**src/rtl/monopulse_pkg.sv**
```systemverilog
// Shared types and sizing helpers for the monopulse ratio unit.
// Optional rounding build: define MONOPULSE_ROUND_EN.
package monopulse_pkg;

   typedef enum logic [2:0] {
      IDLE,
      LOAD,
      DIV,
      STORE,
      DONE
   } state_t;

   // Dividend width: error magnitude with the fractional bits appended.
   function automatic int div_bits(input int data_size, input int frac_bits);
      return data_size + frac_bits;
   endfunction

   // Iteration counter must hold D+1 when the guard bit is enabled.
   function automatic int cnt_width(input int d);
      return $clog2(d + 2);
   endfunction

   function automatic logic [127:0] max_mag(input int width);
      return (128'd1 << (width - 1)) - 128'd1;
   endfunction

endpackage

```
**src/rtl/monopulse_seq_divider.sv**
```systemverilog
// Unsigned restoring divider, one quotient bit per cycle, MSB first.
// The divisor must stay stable for the whole run after i_start.
module monopulse_seq_divider #(
   parameter int DIVIDEND_W = 80,
   parameter int DIVISOR_W  = 64,
   parameter int CNT_W      = 7
) (
   input  logic                  i_clock,
   input  logic                  i_reset,
   input  logic                  i_start,
   input  logic [DIVIDEND_W-1:0] i_dividend,
   input  logic [DIVISOR_W-1:0]  i_divisor,
   output logic                  o_busy,
   output logic                  o_done,
   output logic [DIVIDEND_W-1:0] o_quotient
);

   logic [DIVIDEND_W-1:0] work;
   logic [DIVISOR_W-1:0]  remainder;
   logic [CNT_W-1:0]      count;
   logic [DIVISOR_W:0]    trial;
   logic [DIVISOR_W-1:0]  diff;
   logic                  take;

   // The remainder is always below the divisor, so the difference fits in DIVISOR_W bits.
   always_comb begin
      trial = {remainder, work[DIVIDEND_W-1]};
      diff  = trial[DIVISOR_W-1:0] - i_divisor;
      take  = (trial >= {1'b0, i_divisor});
   end

   always_ff @(posedge i_clock) begin
      if (i_reset) begin
         work      <= '0;
         remainder <= '0;
         count     <= '0;
      end else if (i_start) begin
         work      <= i_dividend;
         remainder <= '0;
         count     <= CNT_W'(DIVIDEND_W);
      end else if (count != '0) begin
         remainder <= take ? diff : trial[DIVISOR_W-1:0];
         work      <= {work[DIVIDEND_W-2:0], take};
         count     <= count - CNT_W'(1);
      end
   end

   assign o_busy     = (count != '0);
   assign o_done     = (count == CNT_W'(1));
   assign o_quotient = work;

endmodule

```
**src/rtl/monopulse_ratio.sv**
```systemverilog
// Multi-channel signed ratio error/reference through one shared sequential divider.
// MONOPULSE_ROUND_EN adds a guard quotient bit and rounds half away from zero.
module monopulse_ratio
   import monopulse_pkg::*;
#(
   parameter int DATA_SIZE = 64,
   parameter int FRAC_BITS = 16,
   parameter int NUM_CH    = 2
) (
   input  logic                        i_clock,
   input  logic                        i_reset,
   input  logic                        i_valid,
   output logic                        o_ready,
   input  logic [DATA_SIZE-1:0]        i_reference,
   input  logic [NUM_CH*DATA_SIZE-1:0] i_error,
   output logic                        o_valid,
   input  logic                        i_ready,
   output logic [NUM_CH*DATA_SIZE-1:0] o_ratio,
   output logic [NUM_CH-1:0]           o_div_zero,
   output logic [NUM_CH-1:0]           o_saturated
);

   localparam int D = div_bits(DATA_SIZE, FRAC_BITS);
`ifdef MONOPULSE_ROUND_EN
   localparam int ITER = D + 1;
`else
   localparam int ITER = D;
`endif
   localparam int CNT_W = cnt_width(D);
   localparam int CH_W  = (NUM_CH > 1) ? $clog2(NUM_CH) : 1;
   localparam logic [DATA_SIZE-1:0] MAX_MAG = DATA_SIZE'(max_mag(DATA_SIZE));
   localparam logic [CH_W-1:0]      LAST_CH = CH_W'(NUM_CH - 1);

   state_t                state, state_next;
   logic [CH_W-1:0]       ch;
   logic [DATA_SIZE-1:0]  ref_mag;
   logic                  ref_sign;
   logic [DATA_SIZE-1:0]  err_mag [NUM_CH];
   logic [NUM_CH-1:0]     err_sign;
   logic [DATA_SIZE-1:0]  ratio [NUM_CH];
   logic [NUM_CH-1:0]     div_zero, saturated;

   logic                  div_start, div_busy, div_done;
   logic [ITER-1:0]       div_dividend, div_quotient;

   logic [DATA_SIZE-1:0]  err_sel, mag_sel;
   logic [ITER:0]         mag_wide;
   logic                  sign_sel, dz_now, sat_now;

   function automatic logic [DATA_SIZE-1:0] magnitude(input logic [DATA_SIZE-1:0] x);
      return x[DATA_SIZE-1] ? -x : x;
   endfunction

   always_ff @(posedge i_clock) begin
      if (i_reset) state <= IDLE;
      else         state <= state_next;
   end

   always_comb begin
      state_next = state;
      div_start  = 1'b0;
      case (state)
         IDLE:    if (i_valid) state_next = LOAD;
         LOAD: begin
            div_start  = 1'b1;
            state_next = DIV;
         end
         DIV:     if (div_done || !div_busy) state_next = STORE;
         STORE:   state_next = (ch == LAST_CH) ? DONE : LOAD;
         DONE:    if (i_ready) state_next = IDLE;
         default: state_next = IDLE;
      endcase
   end

   assign o_ready = (state == IDLE);
   assign o_valid = (state == DONE);

   assign err_sel      = err_mag[ch];
   assign div_dividend = ITER'({err_sel, {FRAC_BITS{1'b0}}}) << (ITER - D);

   // Zero reference overrides the quotient; otherwise clamp symmetrically to +/-MAX.
   always_comb begin
`ifdef MONOPULSE_ROUND_EN
      mag_wide = {2'b00, div_quotient[ITER-1:1]} + {{ITER{1'b0}}, div_quotient[0]};
`else
      mag_wide = {1'b0, div_quotient};
`endif
      dz_now   = 1'b0;
      sat_now  = 1'b0;
      mag_sel  = '0;
      sign_sel = err_sign[ch];
      if (ref_mag == '0) begin
         dz_now  = 1'b1;
         mag_sel = (err_sel == '0) ? '0 : MAX_MAG;
      end else begin
         sat_now  = (mag_wide > {{(ITER+1-DATA_SIZE){1'b0}}, MAX_MAG});
         mag_sel  = sat_now ? MAX_MAG : mag_wide[DATA_SIZE-1:0];
         sign_sel = err_sign[ch] ^ ref_sign;
      end
   end

   always_ff @(posedge i_clock) begin
      if (i_reset) begin
         ch        <= '0;
         ref_mag   <= '0;
         ref_sign  <= 1'b0;
         err_sign  <= '0;
         div_zero  <= '0;
         saturated <= '0;
         for (int c = 0; c < NUM_CH; c++) begin
            err_mag[c] <= '0;
            ratio[c]   <= '0;
         end
      end else begin
         case (state)
            IDLE: if (i_valid) begin
               ch        <= '0;
               ref_mag   <= magnitude(i_reference);
               ref_sign  <= i_reference[DATA_SIZE-1];
               div_zero  <= '0;
               saturated <= '0;
               for (int c = 0; c < NUM_CH; c++) begin
                  err_mag[c]  <= magnitude(i_error[c*DATA_SIZE +: DATA_SIZE]);
                  err_sign[c] <= i_error[c*DATA_SIZE + DATA_SIZE - 1];
               end
            end
            STORE: begin
               ratio[ch]     <= sign_sel ? -mag_sel : mag_sel;
               div_zero[ch]  <= dz_now;
               saturated[ch] <= sat_now;
               if (ch != LAST_CH) ch <= ch + CH_W'(1);
            end
            default: ;
         endcase
      end
   end

   monopulse_seq_divider #(
      .DIVIDEND_W (ITER),
      .DIVISOR_W  (DATA_SIZE),
      .CNT_W      (CNT_W)
   ) u_divider (
      .i_clock    (i_clock),
      .i_reset    (i_reset),
      .i_start    (div_start),
      .i_dividend (div_dividend),
      .i_divisor  (ref_mag),
      .o_busy     (div_busy),
      .o_done     (div_done),
      .o_quotient (div_quotient)
   );

   for (genvar c = 0; c < NUM_CH; c++) begin : g_out
      assign o_ratio[c*DATA_SIZE +: DATA_SIZE] = ratio[c];
   end
   assign o_div_zero  = div_zero;
   assign o_saturated = saturated;

endmodule

```
**config.mk**
```make
export PLATFORM = sky130hd
export DESIGN_NAME = monopulse_ratio
export DESIGN_NICKNAME = d
export VERILOG_FILES = /design/src/rtl/monopulse_pkg.sv /design/src/rtl/monopulse_seq_divider.sv /design/src/rtl/monopulse_ratio.sv
export SDC_FILE = /design/constraint.sdc
export NUM_CORES = 1
export LEC_CHECK = 0
export CAP_MARGIN = 20
export CORE_ASPECT_RATIO = 0.8
export CORE_UTILIZATION = 34
export CTS_BUF_LIST = sky130_fd_sc_hd__clkbuf_8
export CTS_CLUSTER_DIAMETER = 60
export DETAILED_ROUTE_END_ITERATION = 12
export PLACE_DENSITY_LB_ADDON = 0.15
export SLEW_MARGIN = 20
export SYNTH_ARGS = -nofsm -noshare
export SYNTH_HDL_FRONTEND = slang
export SYNTH_SLANG_ARGS = --single-unit
```
**constraint.sdc**
```tcl
create_clock -name i_clock -period 9.4 [get_ports i_clock]
set_input_delay 2.82 -clock i_clock [delete_from_list [all_inputs] [get_ports i_clock]]
set_output_delay 2.82 -clock i_clock [all_outputs]
set_load 0.02 [all_outputs]
```
==> run metrics, run 1 <==
top post-synthesis cells by count=nor2_1, edfxtp_1, nand2_1, dfxtp_1, o21ai_0; RePlAce Congestion=approximately 0.92; CP endpoint kind=flip-flop; Clock Tree Root=clkbuf_8; setup violators final=0; clock share of power=0.205; Setup TNS Final=0 ns; Die Wd=332 um; H-tree level count=3; Hold Path Stages=2; I/O Buffers=329; Critical R2R Capture=ratio[1][46]; Synth async-reset ratio=0; initial antenna violation count=12; LEAKAGE=about 0.013 uW; max-slew violations=0; Sw Ratio=0.434; post-CTS setup buffer count=0; hold path start=err_sign[0]; CTS max path bufs=3; number of synthesized flops with an enable pin=roughly 260; achievable frequency=~0.16 GHz; Gate power share=0.476; via count=26,500; status=finished clean; Die H=between 200 and 300 um; R2R cell count=14; die area=0.0885 mm^2; unrepaired setup endpoints after global routing=false; DR vias/cell=approximately 5.5; drt drc=0; maxcap violations=0; fin worst setup slack=2.95 ns; layout cells sized above 1=0.0590; worst reg-to-reg setup slack=between 3 and 4 ns; Worst setup SP type=input port; I/O Pins=330; synth warn=0; DR WL/cell=around 22 um; Seq pwr share=0.319; CP required=~9.8 ns; largest net degree at the start of global routing=82; synthesized instance count=3,334; CTS sink count=slightly below 500; detailed placer's ending HPWL=between 70 and 80 mm; Mapped Nets=between 3,000 and 4,000; DRT Wirelength=roughly 100 mm; area share of the largest cell type after synthesis=0.259; cell accounting for the most synthesized area=edfxtp_1; Syn Std Cell Area=0.0297 mm^2; dpl ws=approximately 2.3 ns; Top FF cell, synth=edfxtp_1; Syn-to-layout area delta=20.1%; P per Cell Area=~270 mW/mm^2; Iter 0 DRT Violations=around 2,700; Tcrit/Tclk final=0.686; Worst-Skew Late Latency=roughly 0.7 ns; post-route total power=approximately 9600 uW; Pint=5450 uW; Final Critical Period=6.45 ns; total CTS buffers=86; initial core utilization=0.345; Worst-path clk slew=approximately 0.06 ns; Core Rows=96; synthesized area per cell=between 8 and 9 um^2; CTS tree=done; Hold Path Class=reg -> reg; worst hold path endpoint=err_sign[0]; Net Switching=around 4200 uW; vias in the first global route=24,400; Crit Path Max Fanout=7; first-pass GRT wire length=about 150 mm; worst-margin pin slew=around 1.2 ns; Setup Skew=around 0.034 ns; Multi-input gate area=0.0164 mm^2; grt total ovfl=0; post-route ant nets=0; core area=~0.086 mm^2; post_cts resized=0; nets=~3,800; worst path arrival time=slightly below 7 ns; FF+latch count, synth=483; CTS Hold Bufs=0; register area=around 0.012 mm^2; Layout fillers=about 8,600; Slew Limit Headroom=0.187; TritonRoute pass-1 iters=5; main area contributors after synthesis=edfxtp_1, dfxtp_1, xor2_1; VDD IR-drop max=185 uV; count leader, synth=nor2_1; critical path type=in -> reg; library cells used by synthesis=a little over 80; register area share after synthesis=0.412; Fin. Hold Viols=0; Tot GR Track Use=0.226
==> power by group through the flow <==
stage               sequential (uW)  clock (uW)  combinational, uW
floorplan                      2920           0               3220
global placement               3100           0               4520
detailed placement             3090           0               4510
CTS                            3050        2030               4530
global route                   3100        2120               5000
finish                         3070        1970               4590
==> registers in the layout, summed over array words and instances, names as in the netlist, named ones only <==
name / count
state: 3
o_saturated: 2
err_mag: 128
ref_mag: 64
ref_sign: 1
u_divider.count: 7
ratio: 128
u_divider.remainder: 64
ch: 1
u_divider.o_quotient: 80
err_sign: 2
o_div_zero: 2
==> cell usage in the layout, fill, tap and decap left out, types with 31 or more instances in the layout <==
cell / Yosys / routed
ha_1: 70 / 70
clkdlybuf4s50_1: 0 / 325
o41ai_1: 34 / 34
o21a_1: 35 / 35
or3_1: 62 / 62
a211oi_1: 182 / 182
nor4_1: 67 / 67
nand3_1: 51 / 50
xor2_1: 193 / 193
mux2i_1: 101 / 101
nand2b_1: 34 / 31
buf_4: 0 / 36
nand2_1: 228 / 227
a21o_1: 36 / 36
edfxtp_1: 256 / 256
o21ai_0: 196 / 195
nand4_1: 33 / 33
dfxtp_1: 227 / 226
nor3_1: 56 / 55
xnor2_1: 103 / 102
or4_1: 37 / 36
nor2_1: 439 / 438
nor2b_1: 86 / 86
a21oi_1: 167 / 166
inv_1: 96 / 123
clkbuf_8: 0 / 100
o31ai_1: 58 / 58
==> metal layers <==
layer  global-route usage  vias up  wire [um]
met5                    0        -         35
met4               0.0502        6       1620
met3               0.0384      100       7750
met2                0.290     1022      38800
met1                0.374    12600      54600
li1                     -    12800          -
==> critical path, stage by stage <==
cell and delay [ns]:
clkdlybuf4s50_1 0.42, inv_1 0.09, ha_1 0.19, nand2b_1 0.10, nor4b_1 0.57, nand4_1 0.45, or3_1 0.49, or3_1 0.35
or4_1 0.44, or3_1 0.38, o41ai_1 0.34, xor2_1 0.19, nor2_1 0.05
==> how the worst max path moves through the flow <==
stage | start | to | slack, ns | cells past startpoint
floorplan | i_valid | err_mag[0][0] | 1.89 | 5
global placement | i_error[64] | err_mag[1][58] | 2.32 | 13
detailed placement | i_error[64] | err_mag[1][58] | 2.26 | 13
CTS | i_error[64] | err_mag[1][58] | 3.00 | 13
global route | i_error[64] | err_mag[1][58] | 2.75 | 13
finish | i_error[64] | err_mag[1][58] | 2.95 | 13
==> layout make-up <==
type,count,area share
Clock buffer,100,0.0386
Sequential cell,483,0.343
Timing Repair Buffer,365,0.0998
Antenna cell,6,0.000421
Multi-Input combinational cell,2548,0.460
Inverter,96,0.0102
Tap cell,1127,0.0396
Clock inverter,49,0.00849
==> cell families (layout without fill, tap and decap cells) <==
family,Yosys count,in the layout,synth area share
multiplexers,103,103,0.0348
buffers and inverters,303,610,0.0387
flip-flops,483,483,0.412
XOR/XNOR,296,296,0.0873
AO/OA/AOI/OAI,880,880,0.199
AND/OR/NAND/NOR,1198,1198,0.198
other,0,6,0
adder cells (fa/ha/maj),71,71,0.0302
==> per-stage QoR <==
step                       util  instance area [um^2]  hold slack [ns]  instances
final                     0.414                 35600            0.452       4774
after global routing      0.414                 35600            0.473       4773
after CTS                 0.414                 35600            0.456       4768
after detailed placement  0.394                 34000            0.448       4619
after global placement    0.394                 34000            0.444       4619
after floorplan               -                 29700            0.436       3334
No activity file was read; power rests on OpenSTA's default activity.
==> run 2: changes to the inputs <==
Clock period 9.4 ns to 5.45 ns, I/O delays scaled along.
==> run metrics, run 2 (same netlist as run 1, synthesis figures left out) <==
Worst setup SP type=flip-flop; final design utilization=0.423; Layout fillers=between 8,000 and 9,000; Syn-to-layout area delta=22.7%; setup violators final=0; hold path start=ref_sign; critical path's slowest cell=or4_4; critical path type=reg -> reg; worst path arrival time=around 5.5 ns; R2R cell count=13; Pint=approximately 9400 uW; most frequent cells in the layout=nor2_1, clkdlybuf4s50_1, edfxtp_1; Die Wd=~330 um; TritonRoute pass-1 iters=6; worst path buffer plus inverter count=1; max-slew violations=0; commonest non-fill, non-tap cell in the layout=nor2_1; largest net degree at the start of global routing=88; Setup Skew=approximately 0.047 ns; via count=26,800; Iter 0 DRT Violations=about 2,800; CTS max path bufs=3; Clock Tree Root=clkbuf_8; achievable frequency=approximately 0.2 GHz; first-pass GRT wire length=~160 mm; worst-path cell chain=nor4_2, nand4_1, or4_4, nand4b_1, o21ai_0, ha_1, and2_1, nand2_1, a2111oi_0, buf_4, a21oi_1, xnor2_1, nor2_1; Gate power share=0.481; CP endpoint kind=flip-flop; status=finished clean; total CTS buffers=just under 90; VDD IR-drop max=about 260 uV; DR vias/cell=5.50; CP top delay family=simple AND/OR/NAND/NOR gates; die area=between 0.08 and 0.09 mm^2; initial core utilization=0.345; Hold Slack=about 0.46 ns; dpl ws=-0.00486 ns; CTS sink count=a little under 500; reg2reg start=ref_mag[11]; worst hold path endpoint=ref_sign; post-route ant nets=0; I/O Pins=330; clock share of power=0.205; DR WL/cell=approximately 21 um; I/O Buffers=around 330; H-tree level count=3; unrepaired setup endpoints after global routing=false; Core Rows=between 90 and 100; Crit Path Max Fanout=26; Hold Path Stages=2; CP required=5.92 ns; Final Critical Period=~5.1 ns; fin worst setup slack=0.373 ns; P per Cell Area=about 460 mW/mm^2; maxcap violations=0; core area=approximately 0.086 mm^2; Hold Path Class=reg -> reg; post-CTS setup buffer count=0; Critical R2R Capture=ratio[1][46]; Fin. Hold Viols=0; DRT Wirelength=roughly 100 mm; Net Switching=7350 uW; Tot GR Track Use=0.229; register area=roughly 0.012 mm^2; LEAKAGE=~0.014 uW; RePlAce Congestion=slightly above 0.9; Sw Ratio=0.438; layout cells sized above 1=0.0848; Slew Limit Headroom=0.269; detailed placer's ending HPWL=around 79 mm; nets=3,942; vias in the first global route=roughly 25,000; Multi-input gate area=around 0.016 mm^2; initial antenna violation count=4; critical path's largest stage delay=about 0.84 ns; Seq pwr share=0.315; Worst-Skew Late Latency=between 0.7 and 0.8 ns; drt drc=0; Die H=266 um; Worst-path clk slew=~0.060 ns; worst-margin pin slew=between 1 and 1.5 ns; Tcrit/Tclk final=0.931; CTS tree=done; worst reg-to-reg setup slack=roughly 0.37 ns; grt total ovfl=0
## run 2: through the flow
step	cell area, um^2	total power (uW)	instances	setup TNS [ns]
after floorplan	29700	10600	3334	0
after global placement	34700	13200	4712	0
after detailed placement	34700	13200	4712	-0.00486
after CTS	36400	16700	4875	0
after global routing	36400	17800	4877	0
final	36400	16800	4877	0
## run 2: worst max path at each step
stage	start	to	slack [ns]	cells after the start
5_1_grt	ref_mag[11]	ratio[1][46]	0.13	13
2_1_floorplan	i_error[27]	err_mag[0][61]	0.55	10
6_report	ref_mag[11]	ratio[1][46]	0.37	13
4_1_cts	ref_mag[11]	ratio[1][46]	0.31	13
3_3_place_gp	i_error[64]	err_mag[1][58]	0.03	14
3_5_place_dp	i_error[64]	err_mag[1][58]	-0.005	14
## run 2: repair_timing
item | in CTS | in global routing
hold buffers | 0 | 0
resized for setup | 0 | 1
endpoints found under the setup margin | 0 | 1
## run 2: power by group through the flow
stage               Combinational (uW)  Sequential (uW)  Clock, uW
global route                      8780             5330       3690
finish                            8060             5270       3430
global placement                  7920             5310          0
floorplan                         5550             5030          0
detailed placement                7910             5310          0
CTS                               7950             5240       3520
## run 2: area by class of cell
type                       instances  share of cell area
antenna                            2            0.000137
inverter                          96             0.00996
clock inverter                    67              0.0112
clock buffer                      96              0.0363
tap                             1127              0.0387
sequential                       483               0.336
timing repair buffer             458               0.118
multi-input combinational       2548               0.450
## run 2: metal layers
layer | wire (um) | global-route usage | up-vias | part of all wire
met5 | 13 | 0 | - | 0.00012
met4 | 1310 | 0.0434 | 2 | 0.013
met3 | 7600 | 0.0403 | 106 | 0.073
met2 | 39800 | 0.300 | 966 | 0.38
met1 | 55400 | 0.377 | 12800 | 0.53
li1 | - | - | 13000 | -
## run 2: tightest hold or removal path: cells and delay by family (launching register included)
family	cells	cell delay, ns
flip-flops	1	0.31
AND/OR/NAND/NOR	1	0.05
AO/OA/AOI/OAI	1	0.05
